==> src/rtl/control_unit_if.sv <==
// Control bundle between the control_unit sequencer and Datapath2: instruction/halt
// request into the sequencer, bus-driver, register-load and ALU controls out of it.
interface control_unit_if;
  logic [31:0] IR;
  logic        stop;

  logic        PCout, Zlowout, MDRout, Rout, BAout, Cout;
  logic        MARin, Zin, PCin, MDRin, IRin, Yin, Rin;
  logic        Gra, Grb, Grc;
  logic        Read, Write;
  logic [4:0]  ALU_Control;
  logic        run;

  // No valid/ready pair: controls are level signals, valid for the whole cycle of the
  // state that drives them; IR is held by the datapath from the T2->T3 edge to the next T2.
  modport master (
    input  IR, stop,
    output PCout, Zlowout, MDRout, Rout, BAout, Cout,
    output MARin, Zin, PCin, MDRin, IRin, Yin, Rin,
    output Gra, Grb, Grc, Read, Write, ALU_Control, run
  );

  modport slave (
    output IR, stop,
    input  PCout, Zlowout, MDRout, Rout, BAout, Cout,
    input  MARin, Zin, PCin, MDRin, IRin, Yin, Rin,
    input  Gra, Grb, Grc, Read, Write, ALU_Control, run
  );
endinterface

==> src/rtl/control_unit.sv <==
// Hardwired Moore sequencer for Datapath2: fetch in T0-T2, execute in T3-T7,
// decoding IR[31:27]; stop is honoured only at the last execute state.
module control_unit #(
  parameter logic [4:0] ALU_AND = 5'd1,
  parameter logic [4:0] ALU_OR  = 5'd2,
  parameter logic [4:0] ALU_ADD = 5'd3,
  parameter logic [4:0] ALU_SUB = 5'd4,
  parameter logic [4:0] ALU_INC = 5'd12
) (
  input  logic                 clk,
  input  logic                 clr,
  control_unit_if.master       cu,
  output logic [3:0]           state_dbg
);

  typedef enum logic [3:0] {
    S_RESET = 4'd0,
    S_T0    = 4'd1,
    S_T1    = 4'd2,
    S_T2    = 4'd3,
    S_T3    = 4'd4,
    S_T4    = 4'd5,
    S_T5    = 4'd6,
    S_T6    = 4'd7,
    S_T7    = 4'd8,
    S_HALT  = 4'd9
  } state_t;

  localparam logic [4:0] OP_LD   = 5'b00000;
  localparam logic [4:0] OP_ST   = 5'b00010;
  localparam logic [4:0] OP_ADD  = 5'b00011;
  localparam logic [4:0] OP_SUB  = 5'b00100;
  localparam logic [4:0] OP_AND  = 5'b00101;
  localparam logic [4:0] OP_OR   = 5'b00110;
  localparam logic [4:0] OP_ADDI = 5'b01100;
  localparam logic [4:0] OP_ANDI = 5'b01101;
  localparam logic [4:0] OP_ORI  = 5'b01110;
  localparam logic [4:0] OP_HALT = 5'b11011;

  state_t     state, state_nxt;
  logic [4:0] opcode;
  logic       is_rtype, is_imm, is_ld, is_st, is_mem, is_halt;
  logic [4:0] alu_op;
  state_t     done_nxt;

  logic pc_out, zlow_out, mdr_out, r_out, ba_out, c_out;
  logic mar_in, z_in, pc_in, mdr_in, ir_in, y_in, r_in;
  logic gra, grb, grc, rd, wr, run;
  logic [4:0] alu_ctl;

  logic unused_ir_bits;
  assign unused_ir_bits = ^cu.IR[26:0];

  assign opcode   = cu.IR[31:27];
  assign is_rtype = (opcode == OP_ADD) || (opcode == OP_SUB) ||
                    (opcode == OP_AND) || (opcode == OP_OR);
  assign is_imm   = (opcode == OP_ADDI) || (opcode == OP_ANDI) || (opcode == OP_ORI);
  assign is_ld    = (opcode == OP_LD);
  assign is_st    = (opcode == OP_ST);
  assign is_mem   = is_ld || is_st;
  assign is_halt  = (opcode == OP_HALT);
  assign done_nxt = cu.stop ? S_HALT : S_T0;

  always_comb begin
    alu_op = 5'd0;
    case (opcode)
      OP_ADD, OP_ADDI: alu_op = ALU_ADD;
      OP_SUB:          alu_op = ALU_SUB;
      OP_AND, OP_ANDI: alu_op = ALU_AND;
      OP_OR,  OP_ORI:  alu_op = ALU_OR;
      default:         alu_op = 5'd0;
    endcase
  end

  always_ff @(posedge clk or negedge clr) begin
    if (!clr) state <= S_RESET;
    else      state <= state_nxt;
  end

  always_comb begin
    state_nxt = state;
    pc_out = 1'b0; zlow_out = 1'b0; mdr_out = 1'b0; r_out = 1'b0; ba_out = 1'b0; c_out = 1'b0;
    mar_in = 1'b0; z_in = 1'b0; pc_in = 1'b0; mdr_in = 1'b0; ir_in = 1'b0; y_in = 1'b0;
    r_in = 1'b0; gra = 1'b0; grb = 1'b0; grc = 1'b0; rd = 1'b0; wr = 1'b0;
    alu_ctl = 5'd0;
    run = 1'b1;
    case (state)
      S_RESET: begin
        run = 1'b0;
        state_nxt = S_T0;
      end
      S_T0: begin
        pc_out = 1'b1; mar_in = 1'b1; z_in = 1'b1; alu_ctl = ALU_INC;
        state_nxt = S_T1;
      end
      S_T1: begin
        zlow_out = 1'b1; pc_in = 1'b1; rd = 1'b1; mdr_in = 1'b1;
        state_nxt = S_T2;
      end
      S_T2: begin
        mdr_out = 1'b1; ir_in = 1'b1;
        state_nxt = S_T3;
      end
      // Unrecognised opcodes fall to the nop path: nothing driven, instruction ends here.
      S_T3: begin
        if (is_rtype || is_imm) begin
          grb = 1'b1; r_out = 1'b1; y_in = 1'b1;
          state_nxt = S_T4;
        end else if (is_mem) begin
          grb = 1'b1; ba_out = 1'b1; y_in = 1'b1;
          state_nxt = S_T4;
        end else if (is_halt) begin
          state_nxt = S_HALT;
        end else begin
          state_nxt = done_nxt;
        end
      end
      S_T4: begin
        z_in = 1'b1;
        if (is_rtype) begin
          grc = 1'b1; r_out = 1'b1; alu_ctl = alu_op;
        end else if (is_imm) begin
          c_out = 1'b1; alu_ctl = alu_op;
        end else begin
          c_out = 1'b1; alu_ctl = ALU_ADD;
        end
        state_nxt = S_T5;
      end
      S_T5: begin
        zlow_out = 1'b1;
        if (is_mem) begin
          mar_in = 1'b1;
          state_nxt = S_T6;
        end else begin
          gra = 1'b1; r_in = 1'b1;
          state_nxt = done_nxt;
        end
      end
      S_T6: begin
        mdr_in = 1'b1;
        if (is_st) begin
          gra = 1'b1; r_out = 1'b1;
        end else begin
          rd = 1'b1;
        end
        state_nxt = S_T7;
      end
      S_T7: begin
        if (is_st) begin
          wr = 1'b1;
        end else begin
          mdr_out = 1'b1; gra = 1'b1; r_in = 1'b1;
        end
        state_nxt = done_nxt;
      end
      S_HALT: begin
        run = 1'b0;
        state_nxt = S_HALT;
      end
      default: begin
        run = 1'b0;
        state_nxt = S_RESET;
      end
    endcase
  end

  assign cu.PCout       = pc_out;
  assign cu.Zlowout     = zlow_out;
  assign cu.MDRout      = mdr_out;
  assign cu.Rout        = r_out;
  assign cu.BAout       = ba_out;
  assign cu.Cout        = c_out;
  assign cu.MARin       = mar_in;
  assign cu.Zin         = z_in;
  assign cu.PCin        = pc_in;
  assign cu.MDRin       = mdr_in;
  assign cu.IRin        = ir_in;
  assign cu.Yin         = y_in;
  assign cu.Rin         = r_in;
  assign cu.Gra         = gra;
  assign cu.Grb         = grb;
  assign cu.Grc         = grc;
  assign cu.Read        = rd;
  assign cu.Write       = wr;
  assign cu.ALU_Control = alu_ctl;
  assign cu.run         = run;
  assign state_dbg      = state;

endmodule

==> src/flat_wrapper.sv <==
// flat-port wrapper written by rule: the top's interface ports become plain ports
module control_unit_flat 
#(
  parameter logic [4:0] ALU_AND = 5'd1,
  parameter logic [4:0] ALU_OR  = 5'd2,
  parameter logic [4:0] ALU_ADD = 5'd3,
  parameter logic [4:0] ALU_SUB = 5'd4,
  parameter logic [4:0] ALU_INC = 5'd12
)
  (clk, clr, state_dbg, cu_IR, cu_stop, cu_PCout, cu_Zlowout, cu_MDRout, cu_Rout, cu_BAout, cu_Cout, cu_MARin, cu_Zin, cu_PCin, cu_MDRin, cu_IRin, cu_Yin, cu_Rin, cu_Gra, cu_Grb, cu_Grc, cu_Read, cu_Write, cu_ALU_Control, cu_run);
  control_unit_if cu_i ();
  input  logic clk;
  input  logic clr;
  output logic [3:0] state_dbg;
  input wire logic [$bits(cu_i.IR)-1:0] cu_IR;
  input wire logic [$bits(cu_i.stop)-1:0] cu_stop;
  output wire logic [$bits(cu_i.PCout)-1:0] cu_PCout;
  output wire logic [$bits(cu_i.Zlowout)-1:0] cu_Zlowout;
  output wire logic [$bits(cu_i.MDRout)-1:0] cu_MDRout;
  output wire logic [$bits(cu_i.Rout)-1:0] cu_Rout;
  output wire logic [$bits(cu_i.BAout)-1:0] cu_BAout;
  output wire logic [$bits(cu_i.Cout)-1:0] cu_Cout;
  output wire logic [$bits(cu_i.MARin)-1:0] cu_MARin;
  output wire logic [$bits(cu_i.Zin)-1:0] cu_Zin;
  output wire logic [$bits(cu_i.PCin)-1:0] cu_PCin;
  output wire logic [$bits(cu_i.MDRin)-1:0] cu_MDRin;
  output wire logic [$bits(cu_i.IRin)-1:0] cu_IRin;
  output wire logic [$bits(cu_i.Yin)-1:0] cu_Yin;
  output wire logic [$bits(cu_i.Rin)-1:0] cu_Rin;
  output wire logic [$bits(cu_i.Gra)-1:0] cu_Gra;
  output wire logic [$bits(cu_i.Grb)-1:0] cu_Grb;
  output wire logic [$bits(cu_i.Grc)-1:0] cu_Grc;
  output wire logic [$bits(cu_i.Read)-1:0] cu_Read;
  output wire logic [$bits(cu_i.Write)-1:0] cu_Write;
  output wire logic [$bits(cu_i.ALU_Control)-1:0] cu_ALU_Control;
  output wire logic [$bits(cu_i.run)-1:0] cu_run;
  assign cu_i.IR = cu_IR;
  assign cu_i.stop = cu_stop;
  assign cu_PCout = cu_i.PCout;
  assign cu_Zlowout = cu_i.Zlowout;
  assign cu_MDRout = cu_i.MDRout;
  assign cu_Rout = cu_i.Rout;
  assign cu_BAout = cu_i.BAout;
  assign cu_Cout = cu_i.Cout;
  assign cu_MARin = cu_i.MARin;
  assign cu_Zin = cu_i.Zin;
  assign cu_PCin = cu_i.PCin;
  assign cu_MDRin = cu_i.MDRin;
  assign cu_IRin = cu_i.IRin;
  assign cu_Yin = cu_i.Yin;
  assign cu_Rin = cu_i.Rin;
  assign cu_Gra = cu_i.Gra;
  assign cu_Grb = cu_i.Grb;
  assign cu_Grc = cu_i.Grc;
  assign cu_Read = cu_i.Read;
  assign cu_Write = cu_i.Write;
  assign cu_ALU_Control = cu_i.ALU_Control;
  assign cu_run = cu_i.run;
  control_unit #(.ALU_AND(ALU_AND), .ALU_OR(ALU_OR), .ALU_ADD(ALU_ADD), .ALU_SUB(ALU_SUB), .ALU_INC(ALU_INC)) u_core (.clk(clk), .clr(clr), .cu(cu_i), .state_dbg(state_dbg));
endmodule
==> config.mk <==
export PLATFORM = sky130hd
export DESIGN_NAME = control_unit_flat
export DESIGN_NICKNAME = d
export VERILOG_FILES = /design/src/rtl/control_unit_if.sv /design/src/rtl/control_unit.sv /design/src/flat_wrapper.sv
export SDC_FILE = /design/constraint.sdc
export NUM_CORES = 1
export LEC_CHECK = 0
export BUFFER_PORTS_ARGS = -buffer_cell sky130_fd_sc_hd__clkbuf_2
export CORE_MARGIN = 4
export CORE_UTILIZATION = 39
export DETAILED_ROUTE_END_ITERATION = 8
export GPL_ROUTABILITY_DRIVEN = 0
export MAX_ROUTING_LAYER = met4
export PLACE_DENSITY = 0.81
export SYNTH_ARGS = -nofsm -noshare
export SYNTH_HDL_FRONTEND = slang
export SYNTH_SLANG_ARGS = --single-unit
==> constraint.sdc <==
create_clock -name clk -period 3.6 [get_ports clk]
set_clock_uncertainty 0.1 [all_clocks]
set_input_delay 0.36 -clock clk [delete_from_list [all_inputs] [get_ports clk]]
set_output_delay 0.36 -clock clk [all_outputs]
set_load 0.02 [all_outputs]
==> metrics <==
Crit path required time=3.14 ns; synthesized area per cell=6.92 µm²; initial antenna violation count=0; CTS clk-pin slew, worst paths=0.04 ns; adder-cell share of the synthesized area=0; Critical Path Start=u_core.state_dbg[0]$_DFF_PN0_; Num CTS Buffers=3; post-synthesis sequential area ratio=0.148; Largest register FFs=4; Startpoint Class=flop; Cells after Synth=98; Async SR Flop Fraction=1.00; Synth Area in Compound Gates=0.268; Pwr Total=0.712 mW; syn nets=133; Ys Warns=0; DP HPWL=1330 µm; fin crit period=2.25 ns; top cells by count, synth=nor2_1, a21oi_1, nand2_1; VDD IR max=520 µV; final WL=1840 µm; Post-synth EDFFs=0; Synth Register Bits=4; Die Span X=49.7 µm; Wirelength per Cell=13.2 µm; routed wl met2=882 µm; Final Util=0.522; Placed Cells=135; crit path DAT=1.79 ns; post-synth top area cell=dfrtp_1; CTS root buf=clkbuf_4; vias in the first global route=680; Post-Synth Simple-Gate Area=0.389; Synth cell types=44; CTS sink cnt=4; slew at the pin closest to its max-slew limit=0.600 ns; Hold Vio Cnt, Final=0; I/O Buffers=34; largest family of logic cells by synthesized area=simple AND/OR/NAND/NOR gates; Register-to-Register Path Depth=3; area grow syn2layout=21.4%; total gr overflow=0; Bufs on Longest Clock Path=2; RSZ-0062 raised after global routing=no; router iterations before antenna repair=4; post-cts sizing count=0; Core Region=0.00158 mm²; wire length of the first global-routing pass=2840 µm; Total GRT Usage=0.144; die height=49.7 µm; Final Max Slew Viols=0; max-cap check violation count=0; Final WS setup=1.35 ns; DRT iter0 DRCs=25; Finished Layout Cells=139; reg2reg start=u_core.state_dbg[2]$_DFF_PN0_; cell area after synthesis=678 µm²; DRC errors left=0; DR vias/cell=5.87; Metal-1 WL=846 µm; most common cell in the netlist=nor2_1; worst hold path type=in -> async; top cell type's share of synthesized area=0.148; setup bufs post-CTS=0; top sig layer=met4; Pleak=0.394 nW; pre-CTS setup slack=1.47 ns; R2R setup slack=1.98 ns; outcome=finished, final reports clean; CTS tree=done; post-layout net count=160; Via Count=816; DRT antenna net count=0; initial core utilization=0.430; mux contribution to synthesized area=0.0148; RR Endpoint=u_core.state_dbg[3]$_DFF_PN0_; hold_buf cts=1; antenna cells=0; Primary FF master, synth=dfrtp_1; Max Fclk=445 MHz; met3 WL=100 µm; Ports=63; largest net degree at the start of global routing=22; worst-path fanout max=21; CP endpoint kind=output port; largest cells by area after synthesis=dfrtp_1, nor2_1, nand2b_1; Clk Latency, worst-skew pair=0.23 ns; fill cell count=166; period utilization=0.624; Cell Pwr Density=865 mW/mm²; layout cells sized above 1=0.350; row count=14; Rel. slew slack=0.597; CP Class=reg -> out; Synth Area in XOR/XNOR=0.0387; full die area=0.00247 mm²; Setup-failing EPs final=0; H-tree Lvls=1; Setup TNS Final=0 ns
-- logic make-up (layout without fill, tap and decap cells) --
| family | after synthesis | in the layout |
|---|---|---|
| flops | 4 | 4 |
| mux | 1 | 1 |
| xor+xnor | 3 | 3 |
| other cells | 1 | 1 |
| simple gates | 46 | 46 |
| compound gates | 26 | 26 |
| buf+inv | 17 | 42 |
-- final cells by class --
cell class	count	area (µm²)	area share
clock buffers	3	22.5	0.0274
inverters	4	15.0	0.0182
multi-input cells	77	485	0.590
flip-flops and latches	4	100	0.122
well taps	16	20.0	0.0243
repair buffers	35	180	0.219
-- critical path: stages, from the launching register on --
cell	delay, ns
dfrtp_1	0.71
nand2b_1	0.25
nand2b_1	0.25
a21oi_1	0.14
clkbuf_2	0.19
-- layer usage --
layer | global-route usage | up-vias
met5 | - | -
met2 | 0.222 | 40
met3 | 0.0120 | 2
met1 | 0.195 | 382
li1 | - | 392
met4 | 0.0553 | 0
-- worst max-delay path by stage --
stage / cells past startpoint / end / slack, ns
floorplan: 3 / cu_ALU_Control[2] / 1.51
global placement: 5 / cu_Rout / 1.50
detailed placement: 5 / cu_Gra / 1.47
CTS: 4 / cu_ALU_Control[1] / 1.35
global route: 4 / cu_Rin / 1.17
finish: 4 / cu_ALU_Control[1] / 1.35
-- stage by stage --
step	cell area (µm²)	hold slack, ns
2_1_floorplan	678	-0.0356
3_3_place_gp	791	0.0652
3_5_place_dp	791	0.0660
4_1_cts	823	0.362
5_1_grt	823	0.386
6_report	823	0.368
-- placed cells by master (no fill, tap or decap), types with 2 or more instances in the layout --
| cell type | Yosys | final |
|---|---|---|
| nand4_1 | 2 | 2 |
| clkbuf_2 | 0 | 34 |
| xnor2_1 | 2 | 2 |
| nor2b_1 | 4 | 4 |
| nand3b_1 | 3 | 3 |
| o211ai_1 | 2 | 2 |
| nand2b_1 | 5 | 5 |
| a21oi_1 | 6 | 6 |
| a21boi_0 | 2 | 2 |
| a21o_1 | 2 | 2 |
| nand2_1 | 6 | 6 |
| dfrtp_1 | 4 | 4 |
| nor3_1 | 4 | 4 |
| inv_1 | 4 | 4 |
| clkbuf_4 | 0 | 3 |
| a31oi_1 | 3 | 3 |
| nor2_1 | 12 | 12 |
-- where the power goes --
| group | switching [mW] | total, mW | internal (mW) |
|---|---|---|---|
| clock network | 0.0185 | 0.0558 | 0.0373 |
| registers | 0.0960 | 0.161 | 0.0654 |
| logic | 0.306 | 0.495 | 0.189 |
Power figures use the tool's default switching activity.
